$ cat config.mk
export PLATFORM = sky130hd
export DESIGN_NAME = frame_shadow_flat
export DESIGN_NICKNAME = d
export VERILOG_FILES = /design/src/rtl/frame_shadow_pkg.sv /design/src/rtl/frame_shadow_if.sv /design/src/rtl/vsync_edge_sync.sv /design/src/rtl/frame_shadow.sv /design/src/flat_wrapper.sv
export SDC_FILE = /design/constraint.sdc
export NUM_CORES = 1
export LEC_CHECK = 0
export CAP_MARGIN = 20
export CORE_AREA = 2 2 267 203
export CTS_CLUSTER_DIAMETER = 30
export CTS_CLUSTER_SIZE = 30
export DETAILED_ROUTE_END_ITERATION = 12
export DIE_AREA = 0 0 269 205
export PLACE_DENSITY_LB_ADDON = 0.2
export SLEW_MARGIN = 20
export SYNTH_ARGS = -nofsm -noshare
export SYNTH_HDL_FRONTEND = slang
export SYNTH_SLANG_ARGS = --single-unit
$ cat constraint.sdc
create_clock -name clock -period 1.6 [get_ports clock]
set_input_delay 0.32 -clock clock [delete_from_list [all_inputs] [get_ports clock]]
set_output_delay 0.32 -clock clock [all_outputs]
set_load 0.02 [all_outputs]
$ cat src/rtl/frame_shadow_pkg.sv
// Shared game constants: slot count, default regfile indices of the
// VGA-visible objects and the frame counter width.
package frame_shadow_pkg;

  localparam int NUM_SLOTS     = 7;
  localparam int FRAME_CNT_W   = 16;

  localparam int REG_BALL_DEF  = 20;
  localparam int REG_LPAD_DEF  = 21;
  localparam int REG_RPAD_DEF  = 22;
  localparam int REG_NOTE1_DEF = 23;

  // Slot positions inside the pending/shadow arrays.
  typedef enum logic [2:0] {
    SLOT_BALL  = 3'd0,
    SLOT_LPAD  = 3'd1,
    SLOT_RPAD  = 3'd2,
    SLOT_NOTE1 = 3'd3,
    SLOT_NOTE2 = 3'd4,
    SLOT_NOTE3 = 3'd5,
    SLOT_NOTE4 = 3'd6
  } slot_e;

endpackage

$ cat src/rtl/frame_shadow_if.sv
// Processor regfile write port as seen by the frame shadow block.
interface frame_shadow_if;
  logic        ctrl_writeEnable;
  logic [4:0]  ctrl_writeReg;
  logic [31:0] data_writeReg;

  modport master (output ctrl_writeEnable, ctrl_writeReg, data_writeReg);
  modport slave  (input  ctrl_writeEnable, ctrl_writeReg, data_writeReg);
endinterface

$ cat src/rtl/vsync_edge_sync.sv
// Two-flop synchronizer for the asynchronous vsync_n plus a falling-edge
// detector producing a registered one-cycle pulse.
module vsync_edge_sync (
  input  logic clock,
  input  logic resetn,
  input  logic vsync_n,
  output logic fall_o
);
  logic       sync1_q, sync1_d;
  logic       sync2_q, sync2_d;
  logic       prev_q, prev_d;
  logic       fall_q, fall_d;
  // vld_pipe[1] marks that sync2 holds a real sample taken after reset.
  // prev only becomes 1 from a real high sample, so a vsync_n that is
  // already low at reset release cannot look like a falling edge.
  logic [1:0] vld_pipe_q, vld_pipe_d;

  // Next-state: shift the synchronizer, track previous sync value, detect 1->0
  always_comb begin
    sync1_d    = vsync_n;
    sync2_d    = sync1_q;
    vld_pipe_d = {vld_pipe_q[0], 1'b1};
    prev_d     = sync2_q & vld_pipe_q[1];
    fall_d     = prev_q & ~sync2_q;
  end

  // State registers; synchronizer idles high
  always_ff @(posedge clock or negedge resetn) begin
    if (!resetn) begin
      sync1_q    <= 1'b1;
      sync2_q    <= 1'b1;
      vld_pipe_q <= '0;
      prev_q     <= 1'b0;
      fall_q     <= 1'b0;
    end else begin
      sync1_q    <= sync1_d;
      sync2_q    <= sync2_d;
      vld_pipe_q <= vld_pipe_d;
      prev_q     <= prev_d;
      fall_q     <= fall_d;
    end
  end

  assign fall_o = fall_q;
endmodule

$ cat src/rtl/frame_shadow.sv
// Double-buffers the game object registers for the VGA side: processor
// writes land in pending registers and are copied to the output shadows
// all at once on each vsync falling edge.
module frame_shadow
  import frame_shadow_pkg::*;
#(
  parameter int REG_BALL  = REG_BALL_DEF,
  parameter int REG_LPAD  = REG_LPAD_DEF,
  parameter int REG_RPAD  = REG_RPAD_DEF,
  parameter int REG_NOTE1 = REG_NOTE1_DEF
) (
  input  logic                   clock,
  input  logic                   resetn,
  frame_shadow_if.slave          wbus,
  input  logic                   vsync_n,
  output logic [31:0]            ball_o,
  output logic [31:0]            left_paddle_o,
  output logic [31:0]            right_paddle_o,
  output logic [31:0]            notes1_o,
  output logic [31:0]            notes2_o,
  output logic [31:0]            notes3_o,
  output logic [31:0]            notes4_o,
  output logic                   commit_o,
  output logic [FRAME_CNT_W-1:0] frame_count_o,
  output logic                   stale_o
);
  localparam logic [NUM_SLOTS-1:0][4:0] SLOT_IDX = {
    5'(REG_NOTE1 + 3), 5'(REG_NOTE1 + 2), 5'(REG_NOTE1 + 1), 5'(REG_NOTE1),
    5'(REG_RPAD), 5'(REG_LPAD), 5'(REG_BALL)
  };

  logic [NUM_SLOTS-1:0][31:0] pend_q, pend_d;
  logic [NUM_SLOTS-1:0][31:0] shadow_q, shadow_d;
  logic [NUM_SLOTS-1:0]       dirty_q, dirty_d;
  logic [FRAME_CNT_W-1:0]     fcnt_q, fcnt_d;
  logic                       stale_q, stale_d;
  logic                       commit;

  vsync_edge_sync u_vsync (
    .clock   (clock),
    .resetn  (resetn),
    .vsync_n (vsync_n),
    .fall_o  (commit)
  );

  // Commit uses the pre-write pending values; a same-cycle write is applied
  // afterwards so it stays dirty for the following frame.
  always_comb begin
    pend_d   = pend_q;
    shadow_d = shadow_q;
    dirty_d  = dirty_q;
    fcnt_d   = fcnt_q;
    stale_d  = stale_q;
    if (commit) begin
      for (int i = 0; i < NUM_SLOTS; i++) begin
        if (dirty_q[i]) begin
          shadow_d[i] = pend_q[i];
          dirty_d[i]  = 1'b0;
        end
      end
      fcnt_d = fcnt_q + 1'b1;
      if (dirty_q == '0) stale_d = 1'b1;
    end
    if (wbus.ctrl_writeEnable) begin
      for (int i = 0; i < NUM_SLOTS; i++) begin
        if (wbus.ctrl_writeReg == SLOT_IDX[i]) begin
          pend_d[i]  = wbus.data_writeReg;
          dirty_d[i] = 1'b1;
        end
      end
    end
  end

  // Slot, counter and stale state
  always_ff @(posedge clock or negedge resetn) begin
    if (!resetn) begin
      pend_q   <= '0;
      shadow_q <= '0;
      dirty_q  <= '0;
      fcnt_q   <= '0;
      stale_q  <= 1'b0;
    end else begin
      pend_q   <= pend_d;
      shadow_q <= shadow_d;
      dirty_q  <= dirty_d;
      fcnt_q   <= fcnt_d;
      stale_q  <= stale_d;
    end
  end

  assign ball_o         = shadow_q[SLOT_BALL];
  assign left_paddle_o  = shadow_q[SLOT_LPAD];
  assign right_paddle_o = shadow_q[SLOT_RPAD];
  assign notes1_o       = shadow_q[SLOT_NOTE1];
  assign notes2_o       = shadow_q[SLOT_NOTE2];
  assign notes3_o       = shadow_q[SLOT_NOTE3];
  assign notes4_o       = shadow_q[SLOT_NOTE4];
  assign commit_o       = commit;
  assign frame_count_o  = fcnt_q;
  assign stale_o        = stale_q;
endmodule

$ cat src/flat_wrapper.sv
// flat-port wrapper written by rule: the top's interface ports become plain ports
module frame_shadow_flat import frame_shadow_pkg::*;
#(
  parameter int REG_BALL  = REG_BALL_DEF,
  parameter int REG_LPAD  = REG_LPAD_DEF,
  parameter int REG_RPAD  = REG_RPAD_DEF,
  parameter int REG_NOTE1 = REG_NOTE1_DEF
)
  (clock, resetn, vsync_n, ball_o, left_paddle_o, right_paddle_o, notes1_o, notes2_o, notes3_o, notes4_o, commit_o, frame_count_o, stale_o, wbus_ctrl_writeEnable, wbus_ctrl_writeReg, wbus_data_writeReg);
  frame_shadow_if wbus_i ();
  input  logic clock;
  input  logic resetn;
  input  logic vsync_n;
  output logic [31:0] ball_o;
  output logic [31:0] left_paddle_o;
  output logic [31:0] right_paddle_o;
  output logic [31:0] notes1_o;
  output logic [31:0] notes2_o;
  output logic [31:0] notes3_o;
  output logic [31:0] notes4_o;
  output logic commit_o;
  output logic [FRAME_CNT_W-1:0] frame_count_o;
  output logic stale_o;
  input wire logic [$bits(wbus_i.ctrl_writeEnable)-1:0] wbus_ctrl_writeEnable;
  input wire logic [$bits(wbus_i.ctrl_writeReg)-1:0] wbus_ctrl_writeReg;
  input wire logic [$bits(wbus_i.data_writeReg)-1:0] wbus_data_writeReg;
  assign wbus_i.ctrl_writeEnable = wbus_ctrl_writeEnable;
  assign wbus_i.ctrl_writeReg = wbus_ctrl_writeReg;
  assign wbus_i.data_writeReg = wbus_data_writeReg;
  frame_shadow #(.REG_BALL(REG_BALL), .REG_LPAD(REG_LPAD), .REG_RPAD(REG_RPAD), .REG_NOTE1(REG_NOTE1)) u_core (.clock(clock), .resetn(resetn), .wbus(wbus_i), .vsync_n(vsync_n), .ball_o(ball_o), .left_paddle_o(left_paddle_o), .right_paddle_o(right_paddle_o), .notes1_o(notes1_o), .notes2_o(notes2_o), .notes3_o(notes3_o), .notes4_o(notes4_o), .commit_o(commit_o), .frame_count_o(frame_count_o), .stale_o(stale_o));
endmodule
==> metrics.md <==
| Metric | Value |
|---|---|
| Syn avg cell area | between 15 and 20 sq um |
| Largest net degree at the start of global routing | between 70 and 80 |
| Syn nets | ~1100 |
| Min-delay worst type | input port to flop |
| Top cells by area, synth | dfrtp_1 65%, mux2_2 24%, mux2_4 5.6%, buf_6 1.3%, buf_2 0.58% |
| R2R setup slack | approximately 0.10 ns |
| Cell internal pwr | ~0.032 W |
| Worst relative slew slack | 63.1% |
| Routed vias | roughly 10000 |
| Unique cell type count in the Yosys netlist | 31 |
| I/O Buffers | 282 |
| WL/cell | between 20 and 25 um |
| Outcome | completed |
| Main synth FF type | dfrtp_1 |
| DP Area | approximately 0.022 sq mm |
| Area grow syn2layout | 35.9% |
| Post-Synth XOR/XNOR Area | less than 1% |
| CTS tree | yes |
| Crit path depth | 1 |
| Core Footprint | 0.0525 sq mm |
| Combinational power share | approximately 14% |
| Clk buf depth | 3 |
| Drc violations | 0 |
| Reg clk slew, reported paths | ~0.040 ns |
| Max incr delay on CP | between 0.3 and 0.4 ns |
| Slew @ Worst Pin | 0.552 ns |
| Layout Cells excl Fill | 2257 |
| Post-Route WL | approximately 48000 um |
| WL met3 | ~2800 um |
| Clk pwr share | between 40% and 50% |
| Die width | ~270 um |
| Top sig layer | met4 |
| Sw Ratio | around a quarter |
| Period utilisation layout | between 90% and 100% |
| Max-Cap Viols | 0 |
| CP top delay family | flip-flops |
| Hold WS | 0.112 ns |
| Detailed-router iteration count before antenna repair | 4 |
| EDFF count, synth | 0 |
| H-tree depth | 3 |
| Met2 wire len | around 22000 um |
| Antenna cells | 0 |
| Final setup fails | 0 |
| Root Buffer | clkbuf_16 |
| Worst Hold Launch | vsync_n |
| Ys async rst share | between 90% and 100% |
| CP Data Required Time | about 1.3 ns |
| Initial DRC Count | 441 |
| Fin nets | 1506 |
| Slowest stage cell, crit path | dfrtp_1 |
| Grt ovf | 0 |
| Crit path buf inv count | 1 |
| First-pass GRT wire length | 72000 um |
| Num Clock Sinks | approximately 480 |
| Mapped Area | roughly 0.018 sq mm |
| Area fraction in compound gates after synthesis | 0.289% |
| Mux share of post-synthesis cell area | 29.2% |
| Die area | 0.0551 sq mm |
| Seq pwr share | a little under two fifths |
| Seq cells post-synth | ~480 |
| Total track usage | ~18% |
| Antenna violations before repair | 0 |
| Share of layout cells above drive strength 1 | between 60 and 70% |
| Crit path DAT | between 1 and 1.5 ns |
| Ys Warns | 0 |
| Final Hold Viols | 0 |
| Unrepaired setup endpoints after global routing | no |
| Setup crit end kind | primary output |
| Crit-path cells | clkdlybuf4s15_2 |
| Cell count after synthesis | approximately 1100 |
| Row count | 73 |
| CP startpoint kind | flop |
| Design area | ~0.025 sq mm |
| Adder-cell share of the synthesized area | less than 1% |
| Worst ir drop on vdd | 0.819 mV |
| Die H | between 200 and 250 um |
| Post-synthesis simple-gate area fraction | approximately 1.6% |
| Vias in the first global route | around 11000 |
| RR Startpoint | u_core.u_vsync.fall_o$_DFF_PN0_ |
| Skew-Pair Late Insertion Delay | 0.62 ns |
| Layout Skew | around 0.016 ns |
| CP Class | flop to primary output |
| Reg2Reg Capture Point | u_core.notes3_o[6]$_DFFE_PN0P_ |
| CP startpoint | u_core.notes2_o[1]$_DFFE_PN0P_ |
| ANT nets after route | 0 |
| Top cell type's share of synthesized area | between 60% and 70% |
| Reg2Reg Depth | 4 |
| P_sw | ~0.011 W |
| Slew Limit Fails | 0 |
| Routability cong. | 0.730 |
| Largest family of logic cells by synthesized area | multiplexers |
| Yosys top cell by area | dfrtp_1 |
| Power, Total | about 0.043 W |
| Post-Place Cells | 2069 |
| CP max FO | 2 |
| Fill cell count | 4635 |
| Metal1 wirelength | roughly 22000 um |
| Register area share after synthesis | about 66% |
| Initial Util | approximately 35% |
| Boundary Pins | approximately 280 |
| Cell Pwr Density | approximately 1700 mW/mm^2 |
| Critical Path Sink | notes2_o[1] |
| Minimum clock period | around 1.5 ns |
| Leak | about 13 nW |
| Via/cell ratio | between 4 and 5 |
| Max Fclk | between 0.6 and 0.7 GHz |
| CTS buffer count | 95 |
| HPWL after DPL | about 32000 um |
[worst min-delay path by stage]
stage	cells after the start	end	slack (ns)
6_report	1	u_core.u_vsync.sync1_q$_DFF_PN1_	0.11
3_3_place_gp	1	u_core.pend_q[155]$_DFFE_PN0P_	0.25
4_1_cts	1	u_core.u_vsync.sync1_q$_DFF_PN1_	0.07
5_1_grt	1	u_core.u_vsync.sync1_q$_DFF_PN1_	0.09
3_5_place_dp	1	u_core.notes2_o[24]$_DFFE_PN0P_	0.24
2_1_floorplan	0	u_core.ball_o[0]$_DFFE_PN0P_	0.02
[flip-flops by register name (all words and copies together), names as in the netlist]
name / count
u_core.ball_o: 32
u_core.dirty_q: 7
u_core.frame_count_o: 16
u_core.left_paddle_o: 32
u_core.notes1_o: 32
u_core.notes2_o: 32
u_core.notes3_o: 32
u_core.notes4_o: 32
u_core.pend_q: 224
u_core.right_paddle_o: 32
u_core.stale_o: 1
u_core.u_vsync.fall_o: 1
u_core.u_vsync.prev_q: 1
u_core.u_vsync.sync1_q: 1
u_core.u_vsync.sync2_q: 1
u_core.u_vsync.vld_pipe_q: 2
[layout make-up]
type / count / area (sq um) / area share [%]
clock buffers: 119 / 2620 / 10.6
clock inverters: 59 / 848 / 3.43
multi-input cells: 522 / 5820 / 23.5
repair buffers: 362 / 2570 / 10.4
inverters: 5 / 18.8 / 0.0758
well taps: 712 / 891 / 3.60
flip-flops and latches: 478 / 12000 / 48.4
[layer usage]
layer  track usage [%]  vias up
met5                 0        -
met1              24.0     5538
li1                  -     4615
met3              5.42       69
met4              5.02        0
met2              27.5      231
[cells in the final DEF (no fill, tap or decap), types with 12 or more instances in the layout]
cell type        synthesis  routed
mux2_4                  68      68
buf_12                   3      26
clkbuf_16                0      96
bufinv_16                0      17
xor2_1                  12      12
buf_2                   21     235
clkdlybuf4s50_1          0      39
mux2_2                 381     381
dfrtp_1                476     472
clkinvlp_4               0      14
clkinv_2                 0      13
buf_4                    2      56
clkbuf_8                 0      13
[timing repair]
item | 4_1_cts | 5_1_grt
setup buffers | 5 | 4
setup endpoints to repair | 242 | 35
endpoints found under the hold margin | 275 | 0
resized for setup | 976 | 33
hold buffers | 1 | 0
[synth_stat cells (2+ instances only)]
library cell and n:
buf_12 3, nand2_1 13, buf_2 21, buf_4 2
xnor2_1 3, nand2_2 4, and4b_1 3, xor2_1 12
inv_1 5, nand4_1 6, buf_6 21, dfstp_2 2
nor3_1 3, nor2_1 4, nor3b_2 2, nor4_1 6
a21o_1 3, o21ai_0 4, mux2_4 68, mux2_2 381
dfrtp_1 476
[cells by family after synthesis]
| group | count (synthesis) |
|---|---|
| flops | 478 |
| mux | 449 |
| buf+inv | 52 |
| simple gates | 48 |
| xor+xnor | 15 |
| compound gates | 8 |
| fa+ha+maj | 1 |
| other cells | 1 |
[power by group through the flow]
stage                     registers [W]  logic (W)  clock network, W
final                            0.0157    0.00607            0.0210
after global routing             0.0160    0.00651            0.0221
after CTS                        0.0157    0.00628            0.0214
after detailed placement         0.0159    0.00716                 0
after global placement           0.0159    0.00704                 0
after floorplan                  0.0169    0.00229                 0
[per-stage QoR]
stage / utilization, % / worst slack (ns) / TNS, ns
after detailed placement: 42.6 / -0.451 / -85.06
after global placement: 42.6 / -0.449 / -85.56
after floorplan: - / 0.127 / 0
final: 47.1 / 0.0523 / 0
after global routing: 47.1 / 0.00116 / 0
after CTS: 47.4 / 0.000143 / 0
Power figures use the tool's default switching activity.
